`src/rtl/cla_pkg.sv`:
```
// Shared defaults, pipeline-depth helper and per-stage control record for the pipelined CLA adder.
package cla_pkg;

  localparam int unsigned CLA_WIDTH_DEF = 16;
  localparam int unsigned CLA_GROUP_DEF = 4;

  // Per-stage control word; data fields vary in width per stage and live in the top.
  typedef struct packed {
    logic valid;
    logic carry;
  } cla_ctl_t;

  // Number of pipeline stages; a zero GROUP is rejected elsewhere, so avoid dividing by it here.
  function automatic int unsigned cla_depth(input int unsigned width, input int unsigned group);
    return (group == 0) ? 32'd1 : width / group;
  endfunction

endpackage

```
`src/rtl/cla_pipe_adder_if.sv`:
```
// Operand/result stream bundle for cla_pipe_adder; the ovf signal exists only when CLA_OVF_EN is defined.
interface cla_pipe_adder_if #(
  parameter int unsigned WIDTH = cla_pkg::CLA_WIDTH_DEF
);

  logic             in_valid;
  logic             in_ready;
  logic [WIDTH-1:0] ain;
  logic [WIDTH-1:0] bin;
  logic             cin;
  logic             out_valid;
  logic             out_ready;
  logic [WIDTH-1:0] s;
  logic             cout;
`ifdef CLA_OVF_EN
  logic             ovf;
`endif

  modport master (
    output in_valid, ain, bin, cin, out_ready,
    input  in_ready, out_valid, s,
`ifdef CLA_OVF_EN
    input  ovf,
`endif
    input  cout
  );

  modport slave (
    input  in_valid, ain, bin, cin, out_ready,
    output in_ready, out_valid, s,
`ifdef CLA_OVF_EN
    output ovf,
`endif
    output cout
  );

endinterface

```
`src/rtl/cla_group.sv`:
```
// Combinational GROUP-bit carry-lookahead slice. With CLA_OVF_EN defined it also
// exports the carry into its top bit for signed-overflow detection.
module cla_group #(
  parameter int unsigned GROUP = 4
) (
  input  logic [GROUP-1:0] a_i,
  input  logic [GROUP-1:0] b_i,
  input  logic             ci_i,
  output logic [GROUP-1:0] sum_o,
`ifdef CLA_OVF_EN
  output logic             c_msb_o,
`endif
  output logic             co_o
);

  logic [GROUP-1:0] g;
  logic [GROUP-1:0] p;
  logic [GROUP:0]   c;
  logic             run;

  assign g = a_i & b_i;
  assign p = a_i ^ b_i;

  // Each carry is its own sum of G/P products; no carry feeds the next one.
  always_comb begin
    c    = '0;
    run  = 1'b1;
    c[0] = ci_i;
    for (int i = 1; i <= int'(GROUP); i++) begin
      run = 1'b1;
      for (int j = i - 1; j >= 0; j--) begin
        c[i] = c[i] | (run & g[j]);
        run  = run & p[j];
      end
      c[i] = c[i] | (run & ci_i);
    end
  end

  assign sum_o = p ^ c[GROUP-1:0];
  assign co_o  = c[GROUP];
`ifdef CLA_OVF_EN
  assign c_msb_o = c[GROUP-1];
`endif

endmodule

```
`src/rtl/cla_pipe_adder.sv`:
```
// Pipelined carry-lookahead adder: one GROUP-bit slice per stage, global-stall valid/ready stream.
// Define CLA_OVF_EN to add the registered signed-overflow output.
module cla_pipe_adder
  import cla_pkg::*;
#(
  parameter int unsigned WIDTH = CLA_WIDTH_DEF,
  parameter int unsigned GROUP = CLA_GROUP_DEF
) (
  input  logic            clk,
  input  logic            rst_n,
  cla_pipe_adder_if.slave bus
);

  localparam int unsigned L = cla_depth(WIDTH, GROUP);

  if ((GROUP < 1) || (WIDTH < GROUP) || ((WIDTH % ((GROUP < 1) ? 1 : GROUP)) != 0)) begin : g_bad_cfg
    $error("cla_pipe_adder: WIDTH must be a positive multiple of GROUP (GROUP >= 1)");
  end

  logic adv_c;

  assign adv_c       = bus.out_ready | ~bus.out_valid;
  assign bus.in_ready = adv_c;

  // Stage k resolves bits [k*GROUP +: GROUP]; operands above are carried right-aligned,
  // finished sum bits below are carried along until the last stage.
  for (genvar k = 0; k < L; k++) begin : g_stg
    localparam int unsigned LO = (k + 1) * GROUP;
    localparam int unsigned HI = WIDTH - LO;

    logic [HI+GROUP-1:0] a_in;
    logic [HI+GROUP-1:0] b_in;
    logic                c_in;
    logic                v_in;
    logic [GROUP-1:0]    s_sl;
    logic                co_sl;
    logic [LO-1:0]       s_d;
    logic [LO-1:0]       s_q;
    cla_ctl_t            ctl_q;
`ifdef CLA_OVF_EN
    logic                cm_sl;
`endif

    if (k == 0) begin : g_src
      assign a_in = bus.ain;
      assign b_in = bus.bin;
      assign c_in = bus.cin;
      assign v_in = bus.in_valid;
      assign s_d  = s_sl;
    end else begin : g_src
      assign a_in = g_stg[k-1].g_skew.a_q;
      assign b_in = g_stg[k-1].g_skew.b_q;
      assign c_in = g_stg[k-1].ctl_q.carry;
      assign v_in = g_stg[k-1].ctl_q.valid;
      assign s_d  = {s_sl, g_stg[k-1].s_q};
    end

    cla_group #(.GROUP(GROUP)) u_grp (
      .a_i     (a_in[GROUP-1:0]),
      .b_i     (b_in[GROUP-1:0]),
      .ci_i    (c_in),
      .sum_o   (s_sl),
`ifdef CLA_OVF_EN
      .c_msb_o (cm_sl),
`endif
      .co_o    (co_sl)
    );

    // Data only moves for real operations so an idle pipe keeps its last result.
    always_ff @(posedge clk or negedge rst_n) begin
      if (!rst_n) begin
        ctl_q <= '0;
        s_q   <= '0;
      end else if (adv_c) begin
        ctl_q.valid <= v_in;
        if (v_in) begin
          ctl_q.carry <= co_sl;
          s_q         <= s_d;
        end
      end
    end

    if (HI > 0) begin : g_skew
      logic [HI-1:0] a_q;
      logic [HI-1:0] b_q;

      always_ff @(posedge clk or negedge rst_n) begin
        if (!rst_n) begin
          a_q <= '0;
          b_q <= '0;
        end else if (adv_c && v_in) begin
          a_q <= a_in[HI+GROUP-1:GROUP];
          b_q <= b_in[HI+GROUP-1:GROUP];
        end
      end
    end

`ifdef CLA_OVF_EN
    if (k == L - 1) begin : g_ovf
      logic ovf_q;

      always_ff @(posedge clk or negedge rst_n) begin
        if (!rst_n) begin
          ovf_q <= 1'b0;
        end else if (adv_c && v_in) begin
          ovf_q <= cm_sl ^ co_sl;
        end
      end
    end else begin : g_tie
      logic unused_cm;
      assign unused_cm = cm_sl;
    end
`endif
  end

  assign bus.out_valid = g_stg[L-1].ctl_q.valid;
  assign bus.cout      = g_stg[L-1].ctl_q.carry;
  assign bus.s         = g_stg[L-1].s_q;
`ifdef CLA_OVF_EN
  assign bus.ovf       = g_stg[L-1].g_ovf.ovf_q;
`endif

endmodule
```
`src/flat_wrapper.sv`:
```
// flat-port wrapper written by rule: the top's interface ports become plain ports
module cla_pipe_adder_flat import cla_pkg::*;
#(
  parameter int unsigned WIDTH = CLA_WIDTH_DEF,
  parameter int unsigned GROUP = CLA_GROUP_DEF
)
  (clk, rst_n, bus_in_valid, bus_ain, bus_bin, bus_cin, bus_out_ready, bus_in_ready, bus_out_valid, bus_s, bus_cout);
  cla_pipe_adder_if #(.WIDTH(WIDTH)) bus_i ();
  input  logic clk;
  input  logic rst_n;
  input wire logic [$bits(bus_i.in_valid)-1:0] bus_in_valid;
  input wire logic [$bits(bus_i.ain)-1:0] bus_ain;
  input wire logic [$bits(bus_i.bin)-1:0] bus_bin;
  input wire logic [$bits(bus_i.cin)-1:0] bus_cin;
  input wire logic [$bits(bus_i.out_ready)-1:0] bus_out_ready;
  output wire logic [$bits(bus_i.in_ready)-1:0] bus_in_ready;
  output wire logic [$bits(bus_i.out_valid)-1:0] bus_out_valid;
  output wire logic [$bits(bus_i.s)-1:0] bus_s;
  output wire logic [$bits(bus_i.cout)-1:0] bus_cout;
  assign bus_i.in_valid = bus_in_valid;
  assign bus_i.ain = bus_ain;
  assign bus_i.bin = bus_bin;
  assign bus_i.cin = bus_cin;
  assign bus_i.out_ready = bus_out_ready;
  assign bus_in_ready = bus_i.in_ready;
  assign bus_out_valid = bus_i.out_valid;
  assign bus_s = bus_i.s;
  assign bus_cout = bus_i.cout;
  cla_pipe_adder #(.WIDTH(WIDTH), .GROUP(GROUP)) u_core (.clk(clk), .rst_n(rst_n), .bus(bus_i));
endmodule
```
`config.mk`:
```
export PLATFORM = sky130hd
export DESIGN_NAME = cla_pipe_adder_flat
export DESIGN_NICKNAME = d
export VERILOG_FILES = /design/src/rtl/cla_pkg.sv /design/src/rtl/cla_pipe_adder_if.sv /design/src/rtl/cla_group.sv /design/src/rtl/cla_pipe_adder.sv /design/src/flat_wrapper.sv
export SDC_FILE = /design/constraint.sdc
export NUM_CORES = 1
export LEC_CHECK = 0
export BUFFER_PORTS_ARGS = -buffer_cell sky130_fd_sc_hd__buf_4
export CAP_MARGIN = 30
export CORE_MARGIN = 2
export CORE_UTILIZATION = 30
export DETAILED_ROUTE_END_ITERATION = 7
export PLACE_DENSITY = 0.55
export SLEW_MARGIN = 0
export SYNTH_ARGS = -nofsm -noshare
export SYNTH_HDL_FRONTEND = slang
export SYNTH_HIERARCHICAL = 1
export SYNTH_SLANG_ARGS = --single-unit
```
`constraint.sdc`:
```
create_clock -name clk -period 2.8 [get_ports clk]
set_input_delay 0.14 -clock clk [delete_from_list [all_inputs] [get_ports clk]]
set_output_delay 0.14 -clock clk [all_outputs]
set_load 0.03 [all_outputs]
```
==> results of run 1 <==
-- final cells by class --
cell class / count / area share
timing repair buffer: 57 / 0.0820
sequential: 96 / 0.445
clock buffer: 14 / 0.0526
clock inverter: 2 / 0.00648
multi-input combinational: 156 / 0.363
tap: 188 / 0.0435
inverter: 9 / 0.00764
-- timing repair --
action,in CTS,in global routing
buffers inserted,0,0
endpoints found under the hold margin,45,0
hold buffers,1,0
setup endpoints to repair,0,0
-- layout by cell type (no fill, tap or decap), types with 4 or more instances in the layout --
| cell | synthesis | final |
|---|---|---|
| xor2_1 | 6 | 6 |
| a31o_1 | 4 | 4 |
| ha_1 | 16 | 16 |
| nand2_1 | 6 | 6 |
| clkbuf_16 | 0 | 9 |
| buf_4 | 0 | 55 |
| inv_1 | 8 | 8 |
| clkbuf_8 | 0 | 4 |
| xnor2_1 | 6 | 6 |
| mux2_2 | 15 | 15 |
| a21o_1 | 12 | 12 |
| fa_1 | 4 | 4 |
| dfrtp_1 | 96 | 96 |
| mux2_4 | 77 | 77 |
| a21oi_1 | 4 | 4 |
-- metrics by stage --
step	instances	utilization	setup WS [ns]	hold WS, ns	power, mW
after global routing	522	0.359	1.03	0.00847	7.06
after detailed placement	505	0.337	1.09	0.192	5.38
after global placement	505	0.337	1.13	0.187	5.32
final	522	0.359	1.08	0.0245	6.60
after floorplan	269	-	1.17	-0.156	4.84
after CTS	522	0.359	1.08	0.00492	6.72
-- layer usage --
metal	global-route usage	vias to the layer above	share of wire	routed length [µm]
li1	-	1067	-	-
met1	0.134	1132	0.47	3490
met2	0.157	34	0.47	3520
met3	0.0331	10	0.044	332
met4	0.0465	0	0.020	150
met5	0	-	0	0
-- worst paths after layout --
check                                                   start                       endpoint  slack [ns]  cells after the start
worst max register to register  u_core/g_stg[1].g_skew.a_q[0]           u_core/g_stg[3].c_in        1.08                      5
max in group asynchronous                               rst_n               u_core/bus.s[12]        1.76                      3
min in group asynchronous                               rst_n         u_core/g_stg[2].s_q[0]        0.36                      2
worst min-delay path                               bus_bin[8]  u_core/g_stg[0].g_skew.b_q[4]        0.02                      2
worst max-delay path            u_core/g_stg[1].g_skew.a_q[0]           u_core/g_stg[3].c_in        1.08                      5
worst min register to register         u_core/g_stg[1].s_q[7]         u_core/g_stg[1].s_q[7]        0.50                      1
-- flip-flops by register name, indices dropped and copies added (netlist names) --
register / count
u_core/g_stg.g_skew.a_q: 24
u_core/g_stg.g_skew.b_q: 24
u_core/g_stg.s_q: 24
u_core/bus.s: 16
u_core/g_stg.c_in: 3
u_core/g_stg.v_in: 3
u_core/bus.cout: 1
u_core/bus.out_valid: 1
-- kinds of logic after synthesis --
| family | count (synthesis) | synth area share |
|---|---|---|
| flops | 96 | 0.526 |
| mux | 92 | 0.290 |
| compound gates | 20 | 0.0318 |
| fa+ha+maj | 20 | 0.0614 |
| buf+inv | 17 | 0.0441 |
| xor+xnor | 12 | 0.0230 |
| simple gates | 12 | 0.0233 |
-- worst max-delay path: stages, from the launching register on --
cell and delay, ns:
dfrtp_1 0.42, ha_1 0.31, a21o_1 0.20, a31o_1 0.25, a21o_1 0.18, mux2_4 0.26
-- power by group --
| group | internal [mW] | switching [mW] |
|---|---|---|
| logic | 1.71 | 1.16 |
| clock network | 0.789 | 0.499 |
| registers | 2.03 | 0.415 |
| total | 4.53 | 2.07 |
==> out/metrics.csv, run 1 <==
metric;value;unit
Fin. Hold Viols;0;
count leader, synth;dfrtp_1;
final setup TNS;0;ns
placed inst area;0.00507;mm²
unrepaired setup endpoints after global routing;false;
Netlist cell types;18;
Post-Syn Nets;326;
Clock Tree Buf Depth;2;
leading register cell type out of synthesis;dfrtp_1;
routed vias/inst;4.30;
Clock Skew;0.00715;ns
total leakage power;2.71;nW
multi-input logic area;0.00196;mm²
startpoint types;flip-flop;
Critical Path End Type;flip-flop;
Slew headroom;0.597;
via count;2243;
Synth Area per Inst;17.0;µm²
gpl congestion;0.697;
Data required, critical path;3.03;ns
Die ar.;0.0162;mm²
Initial DRT Pass Iterations;4;
Final Cell Area;0.00540;mm²
FF/Latch Area;0.00240;mm²
fillers;1420;
clk_lat worst skew;0.34;ns
measured slew at the worst slew-check pin;0.604;ns
WL/cell;14.3;µm
share of post-route cells with drive strength above 1;0.506;
DRC;0;
largest cells by area after synthesis;dfrtp_1 (53%), mux2_4 (25%), ha_1 (4.4%);
vias in the first global route;2396;
TritonCTS Buffers;9;
final WL;7.49;mm
Antenna Nets Post-Route;0;
GR Util All Layers;0.103;
Async SR Flop Fraction;1.00;
final setup violation count;0;
CP max FO;3;
outcome;completed;
Power Density;1220;mW/mm²
Die X;127;µm
Port-buffer cells;55;
H-tree depth;3;
first-pass GRT wire length;12.7;mm
Synth area leader;dfrtp_1;
Post-Syn Area;0.00457;mm²
synthesis-to-finish area growth;18.3;%
Final nets;386;
Congestion Overflow GR;0;
Arr. time, crit path;1.95;ns
Max Clk Rate;0.582;GHz
initial core utilization;0.304;
fin crit share;0.613;
Max Cap Violations;0;
CTS Root Buffer Type;clkbuf_16;
CTS Sinks;96;
Mapped Cells;269;
ant diodes;0;
1st-iter DRT viols;58;
initial antenna violation count;0;
Post-synth top cells;dfrtp_1 (96), mux2_4 (77), ha_1 (16);
post-CTS sizing;0;
register clock-pin slew on the reported worst setup and hold paths;0.06;ns
largest net degree at the start of global routing;52;
Seq/Total Area, Yosys;0.526;
crit path kind;flip-flop to flip-flop;
HPWL after detailed placement;5.04;mm
Final Critical Period;1.72;ns
Post-synth EDFFs;0;
count of pins over their slew limit;0;
io pins;56;
Core Region;0.0150;mm²
FF+latch count, synth;96;
row count;45;
YS warnings;6;
top-area cell type share of the netlist area;0.526;
CTS tree;built;
HP Class;primary input to flip-flop;
chip height;127;µm
peak supply drop;359;µV
(Power assumes the default switching activity.)
==> run 2: changes to the inputs <==
- clock period: 2.8 -> 1.6 ns (I/O delays scaled with it)
==> run 2 against run 1 <==
First-iteration DRC count up 53%; non-clock buffer count up 41; setup slack worse by 1.1 ns; critical path type unchanged; critical path depth unchanged; fmax up 6.1%; the run now ends with setup timing left; sequential share of layout area down 3.3 points; die area unchanged; clock power up 87%; routed wire length up 3.2%; utilization up 2.9 points; global-route usage up 0.26 points.
==> out/metrics.csv, run 2 (synthesis results as in run 1) <==
metric;value;unit;change
clock share of power;0.198;;+0.003
Critical Path End Type;flip-flop;;
Final nets;427;;+11%
synthesis-to-finish area growth;28.0;%;
routed vias/inst;4.27;;-0.62%
CP max FO;2;;-1
CTS tree;built;;
Comb power frac;0.451;;+0.017
count of pins over their slew limit;0;;unchanged
FF/Latch Area;0.00240;mm²;unchanged
crit path kind;flip-flop to flip-flop;;
setup ws final;-0.0191;ns;-1.10 ns
commonest non-fill, non-tap cell in the layout;dfrtp_1;;
Fin. Hold Viols;0;;unchanged
unrepaired setup endpoints after global routing;true;;
register clock-pin slew on the reported worst setup and hold paths;0.06;ns;about the same
multi-input logic area;0.00198;mm²;+0.83%
largest net degree at the start of global routing;97;;+87%
H-tree depth;3;;unchanged
worst hold slack;0.0317;ns;+0.00718 ns
Max Clk Rate;0.618;GHz;+6.1%
Data required, critical path;1.82;ns;-1.21 ns
Final Core Density;0.389;;+0.0292
initial antenna violation count;0;;unchanged
Core Region;0.0150;mm²;unchanged
violated checks;setup timing;;
io pins;56;;unchanged
ant diodes;0;;unchanged
1st-iter DRT viols;89;;+53%
peak supply drop;670;µV;+87%
Inst Count DP;519;;+2.8%
total leakage power;2.91;nW;+7.6%
Psw;3.71;mW;+79%
CTS Root Buffer Type;clkbuf_16;;
Die ar.;0.0162;mm²;unchanged
DRC;0;;unchanged
Slew headroom;0.637;;+0.0401
measured slew at the worst slew-check pin;0.544;ns;-0.0602 ns
Arr. time, crit path;1.84;ns;-0.11 ns
via count;2400;;+7.0%
chip height;127;µm;unchanged
sequential share of power;0.351;;-0.020
CTS Sinks;96;;unchanged
share of post-route cells with drive strength above 1;0.495;;-0.0113
fin crit share;1.01;;+0.398
row count;45;;unchanged
Initial DRT Pass Iterations;4;;unchanged
Net Sw Frac;0.305;;-0.00877
final setup TNS;-0.0335;ns;-0.0335 ns
Die X;127;µm;unchanged
initial core utilization;0.304;;unchanged
Non-Filler Instances;562;;+7.7%
clk_lat worst skew;0.34;ns;about the same
HP Class;primary input to flip-flop;;
gpl congestion;0.710;;+1.9%
final setup violation count;4;;+4
TritonCTS Buffers;9;;unchanged
top flop regs;u_core/g_stg.g_skew.a_q (24), u_core/g_stg.g_skew.b_q (24), u_core/g_stg.s_q (24);;
GR Util All Layers;0.106;;+0.00260
first-pass GRT wire length;13.3;mm;+4.8%
Power Density;2080;mW/mm²;+70%
outcome;finished with violations;;
fillers;1395;;-1.8%
FF-to-FF path depth;5;;unchanged
startpoint types;flip-flop;;
Clock Tree Buf Depth;2;;unchanged
Port-buffer cells;55;;unchanged
final WL;7.73;mm;+3.2%
HPWL after detailed placement;5.27;mm;+4.5%
WHS Path Cells;4;;+2
most frequent cells in the layout;dfrtp_1 (96), mux2_4 (78), buf_4 (69);;
vias in the first global route;2593;;+8.2%
internal power;8.45;mW;+87%
Final Critical Period;1.62;ns;-0.0986 ns
Total Power;12.2;mW;+84%
Congestion Overflow GR;0;;unchanged
WL/cell;13.8;µm;-4.1%
Clock Skew;0.00406;ns;-0.00309 ns
Max Cap Violations;0;;unchanged
Antenna Nets Post-Route;0;;unchanged
## run 2: cell count changes in the layout (fill, tap and decap cells not counted), sizes merged
cell         change
dlygate4sd3     +24
buf             +17
bufinv           +2
clkbuf           -2
clkinv           -1
## run 2: worst paths after layout
check | startpoint | endpoint | slack [ns]
worst max-delay path | u_core/g_stg[2].g_skew.a_q[0] | u_core/bus.cout | -0.02
worst min-delay path | bus_out_ready | u_core/g_stg[3].v_in | 0.03
worst max register to register | u_core/g_stg[2].g_skew.a_q[0] | u_core/bus.cout | -0.02
worst min register to register | u_core/g_stg[1].g_skew.a_q[7] | u_core/g_stg[1].g_skew.a_q[7] | 0.50
max in group asynchronous | rst_n | u_core/bus.s[15] | 0.84
min in group asynchronous | rst_n | u_core/bus.s[0] | 0.31
## run 2: power groups by stage
stage	Sequential (mW)	Combinational (mW)	Clock, mW
floorplan	4.57	3.89	0
global placement	4.28	5.31	0
detailed placement	4.32	5.42	0
CTS	4.29	5.54	2.52
global route	4.43	5.97	2.61
finish	4.27	5.48	2.41
## run 2: critical path, cell delays in order, from the launching register on
cell,delay (ns)
dfrtp_1,0.38
ha_1,0.29
a21o_1,0.17
a31o_1,0.23
a21o_1,0.18
mux2_2,0.25
## run 2: timing repair
| action | CTS | global route |
|---|---|---|
| hold endpoints to repair | 120 | 0 |
| setup buffers | 2 | 1 |
| hold buffers | 25 | 0 |
| gates resized for setup | 1 | 1 |
| endpoints found under the setup margin | 5 | 6 |
| pin swaps | 9 | 3 |
## run 2: layout make-up
cell class	instances	area share
multi-input combinational	156	0.339
clock inverter	3	0.0154
inverter	9	0.00707
sequential	96	0.411
timing repair buffer	98	0.145
clock buffer	12	0.0422
tap	188	0.0403
## run 2: layer usage
layer	share of wire	GRT usage	wire length, µm	up-vias
met3	0.041	0.0385	317	6
li1	-	-	-	1139
met1	0.45	0.128	3470	1220
met4	0.012	0.0330	89	0
met5	0	0	0	-
met2	0.50	0.176	3850	35
## run 2: per-stage QoR
stage | area (µm²) | setup slack [ns]
finish | 5840 | -0.0191
detailed placement | 5220 | -0.0388
floorplan | 4570 | 0.00160
CTS | 5830 | -0.0248
global placement | 5220 | -0.0109
global route | 5840 | -0.101
==> run 3: changes to the inputs <==
- CTS_BUF_LIST: unset -> sky130_fd_sc_hd__clkbuf_8
==> run 3 against run 2 <==
The flow still finishes with violations (setup timing); sequential share of layout area up 0.41 points; utilization down 0.38 points; sequential power about the same; critical path type unchanged; critical path depth unchanged; global-route usage up 0.14 points; routed wire length up 0.96%; setup slack worse by 0.010 ns; hold slack better by 0.084 ns; die area unchanged; clock-buffer cell count down 2.
==> out/metrics.csv, run 3 (synthesis results as in run 1) <==
metric;value;unit;change
Data required, critical path;1.85;ns;+0.03 ns
Clock Skew;0.00895;ns;+0.00489 ns
top flop regs;u_core/g_stg.g_skew.a_q (24), u_core/g_stg.g_skew.b_q (24), u_core/g_stg.s_q (24);;
share of post-route cells with drive strength above 1;0.500;;+0.00535
CTS Sinks;96;;unchanged
chip height;127;µm;unchanged
Slew headroom;0.633;;-0.00402
CP Buf/Inv Count;0;;unchanged
Max Clk Rate;0.614;GHz;-0.62%
GR Util All Layers;0.107;;+0.00135
total leakage power;2.89;nW;-0.59%
Final nets;431;;+0.94%
vias in the first global route;2607;;+0.54%
Initial DRT Pass Iterations;3;;-1
clk_lat worst skew;0.37;ns;+0.03 ns
Fin. Hold Viols;0;;unchanged
startpoint types;flip-flop;;
Crit path top cell by count;a21o_1;;
Antenna Nets Post-Route;0;;unchanged
synthesis-to-finish area growth;26.7;%;
final WL;7.80;mm;+0.96%
ant diodes;0;;unchanged
initial antenna violation count;0;;unchanged
CP max FO;2;;unchanged
Inst Count DP;519;;unchanged
via count;2410;;+0.42%
Port-buffer cells;55;;unchanged
crit-path cells;ha_1 > a21o_1 > a31o_1 > a21o_1 > mux2_2;;
Core Region;0.0150;mm²;unchanged
setup ws final;-0.0292;ns;-0.0101 ns
routed vias/inst;4.26;;-0.29%
HP Class;primary input to flip-flop;;
Die ar.;0.0162;mm²;unchanged
Final Critical Period;1.63;ns;+0.0101 ns
DRC;0;;unchanged
WL/cell;13.8;µm;+0.24%
violated checks;setup timing;;
largest net degree at the start of global routing;97;;unchanged
Congestion Overflow GR;0;;unchanged
CTS Root Buffer Type;clkbuf_8;;
Critical Path Max Stage Delay;0.39;ns;about the same
measured slew at the worst slew-check pin;0.550;ns;+0.00603 ns
register clock-pin slew on the reported worst setup and hold paths;0.09;ns;+0.03 ns
Max Cap Violations;0;;unchanged
CTS tree;built;;
outcome;finished with violations;;
H-tree depth;3;;unchanged
commonest non-fill, non-tap cell in the layout;dfrtp_1;;
1st-iter DRT viols;64;;-28%
TritonCTS Buffers;9;;unchanged
final setup violation count;4;;unchanged
io pins;56;;unchanged
gpl congestion;0.710;;unchanged
row count;45;;unchanged
fin crit share;1.02;;+0.00632
Critical-path top delay cell;dfrtp_1;;
Die X;127;µm;unchanged
Non-Filler Instances;566;;+0.71%
CP top delay family;compound AO/OA/AOI/OAI gates;;
Clock Tree Buf Depth;2;;unchanged
HPWL after detailed placement;5.27;mm;unchanged
unrepaired setup endpoints after global routing;true;;
Post-Place Worst Slack;-0.0388;ns;unchanged
Critical Path End Type;flip-flop;;
most frequent cells in the layout;dfrtp_1 (96), mux2_4 (78), buf_4 (72);;
Arr. time, crit path;1.88;ns;+0.04 ns
first-pass GRT wire length;13.4;mm;+0.72%
count of pins over their slew limit;0;;unchanged
peak supply drop;723;µV;+7.8%
Power Density;2030;mW/mm²;-2.5%
initial core utilization;0.304;;unchanged
crit path kind;flip-flop to flip-flop;;
[run 3: cell count changes in the layout (fill, tap and decap cells not counted), sizes merged]
cell         delta
clkbuf          -2
dlygate4sd3     +1
inv             +2
buf             +3
[run 3: repair_timing]
item,CTS,global route
endpoints found under the setup margin,6,6
pin swaps,9,3
hold buffers,26,0
gates resized for setup,1,3
endpoints found under the hold margin,123,0
setup buffers,4,2
[run 3: path summary, 6_finish.rpt]
path                                                from                      to  slack (ns)  depth (start not counted)
max reg2reg                u_core/g_stg[2].g_skew.a_q[0]         u_core/bus.cout       -0.03                          5
min reg2reg                       u_core/g_stg[1].s_q[7]  u_core/g_stg[2].s_q[7]        0.50                          1
min                                         bus_in_valid    u_core/g_stg[1].v_in        0.12                          4
max in group asynchronous                          rst_n        u_core/bus.s[15]        0.87                          3
min in group asynchronous                          rst_n         u_core/bus.s[1]        0.27                          3
max                        u_core/g_stg[2].g_skew.a_q[0]         u_core/bus.cout       -0.03                          5
[run 3: worst reg2reg max path: stages, from the launching register on]
cell	delay (ns)
dfrtp_1	0.39
ha_1	0.29
a21o_1	0.17
a31o_1	0.23
a21o_1	0.18
mux2_2	0.25
[run 3: per-stage QoR]
step / setup TNS [ns] / hold WS, ns / power (mW) / utilization / instance area (µm²)
after floorplan: 0 / -0.216 / 8.47 / - / 4570
after global placement: -0.0173 / 0.176 / 9.59 / 0.347 / 5220
after detailed placement: -0.0753 / 0.183 / 9.73 / 0.347 / 5220
after CTS: -0.0356 / 0.0928 / 11.8 / 0.383 / 5750
after global routing: -0.482 / 0.105 / 12.6 / 0.385 / 5780
final: -0.0807 / 0.115 / 11.7 / 0.385 / 5780
[run 3: cell type report]
cell class | instances | area, µm²
Sequential cell | 96 | 2400
Clock buffer | 10 | 138
Clock inverter | 5 | 97.6
Timing Repair Buffer | 102 | 881
Multi-Input combinational cell | 156 | 1990
Inverter | 9 | 41.3
Tap cell | 188 | 235
Fill cell | 1401 | 9250
[run 3: metal layers]
layer	global-route usage	part of all wire	wire length [µm]	vias to the layer above
li1	-	-	-	1151
met2	0.176	0.49	3850	35
met1	0.129	0.45	3500	1217
met5	0	0	0	-
met3	0.0410	0.045	354	7
met4	0.0336	0.013	102	0
[run 3: power breakdown]
group / total, mW / switching, mW / leakage, nW / internal (mW)
clock: 1.86 / 0.800 / 0.125 / 1.06
sequential: 4.26 / 0.706 / 1.13 / 3.55
combinational: 5.62 / 2.21 / 1.64 / 3.41
total: 11.7 / 3.72 / 2.89 / 8.02
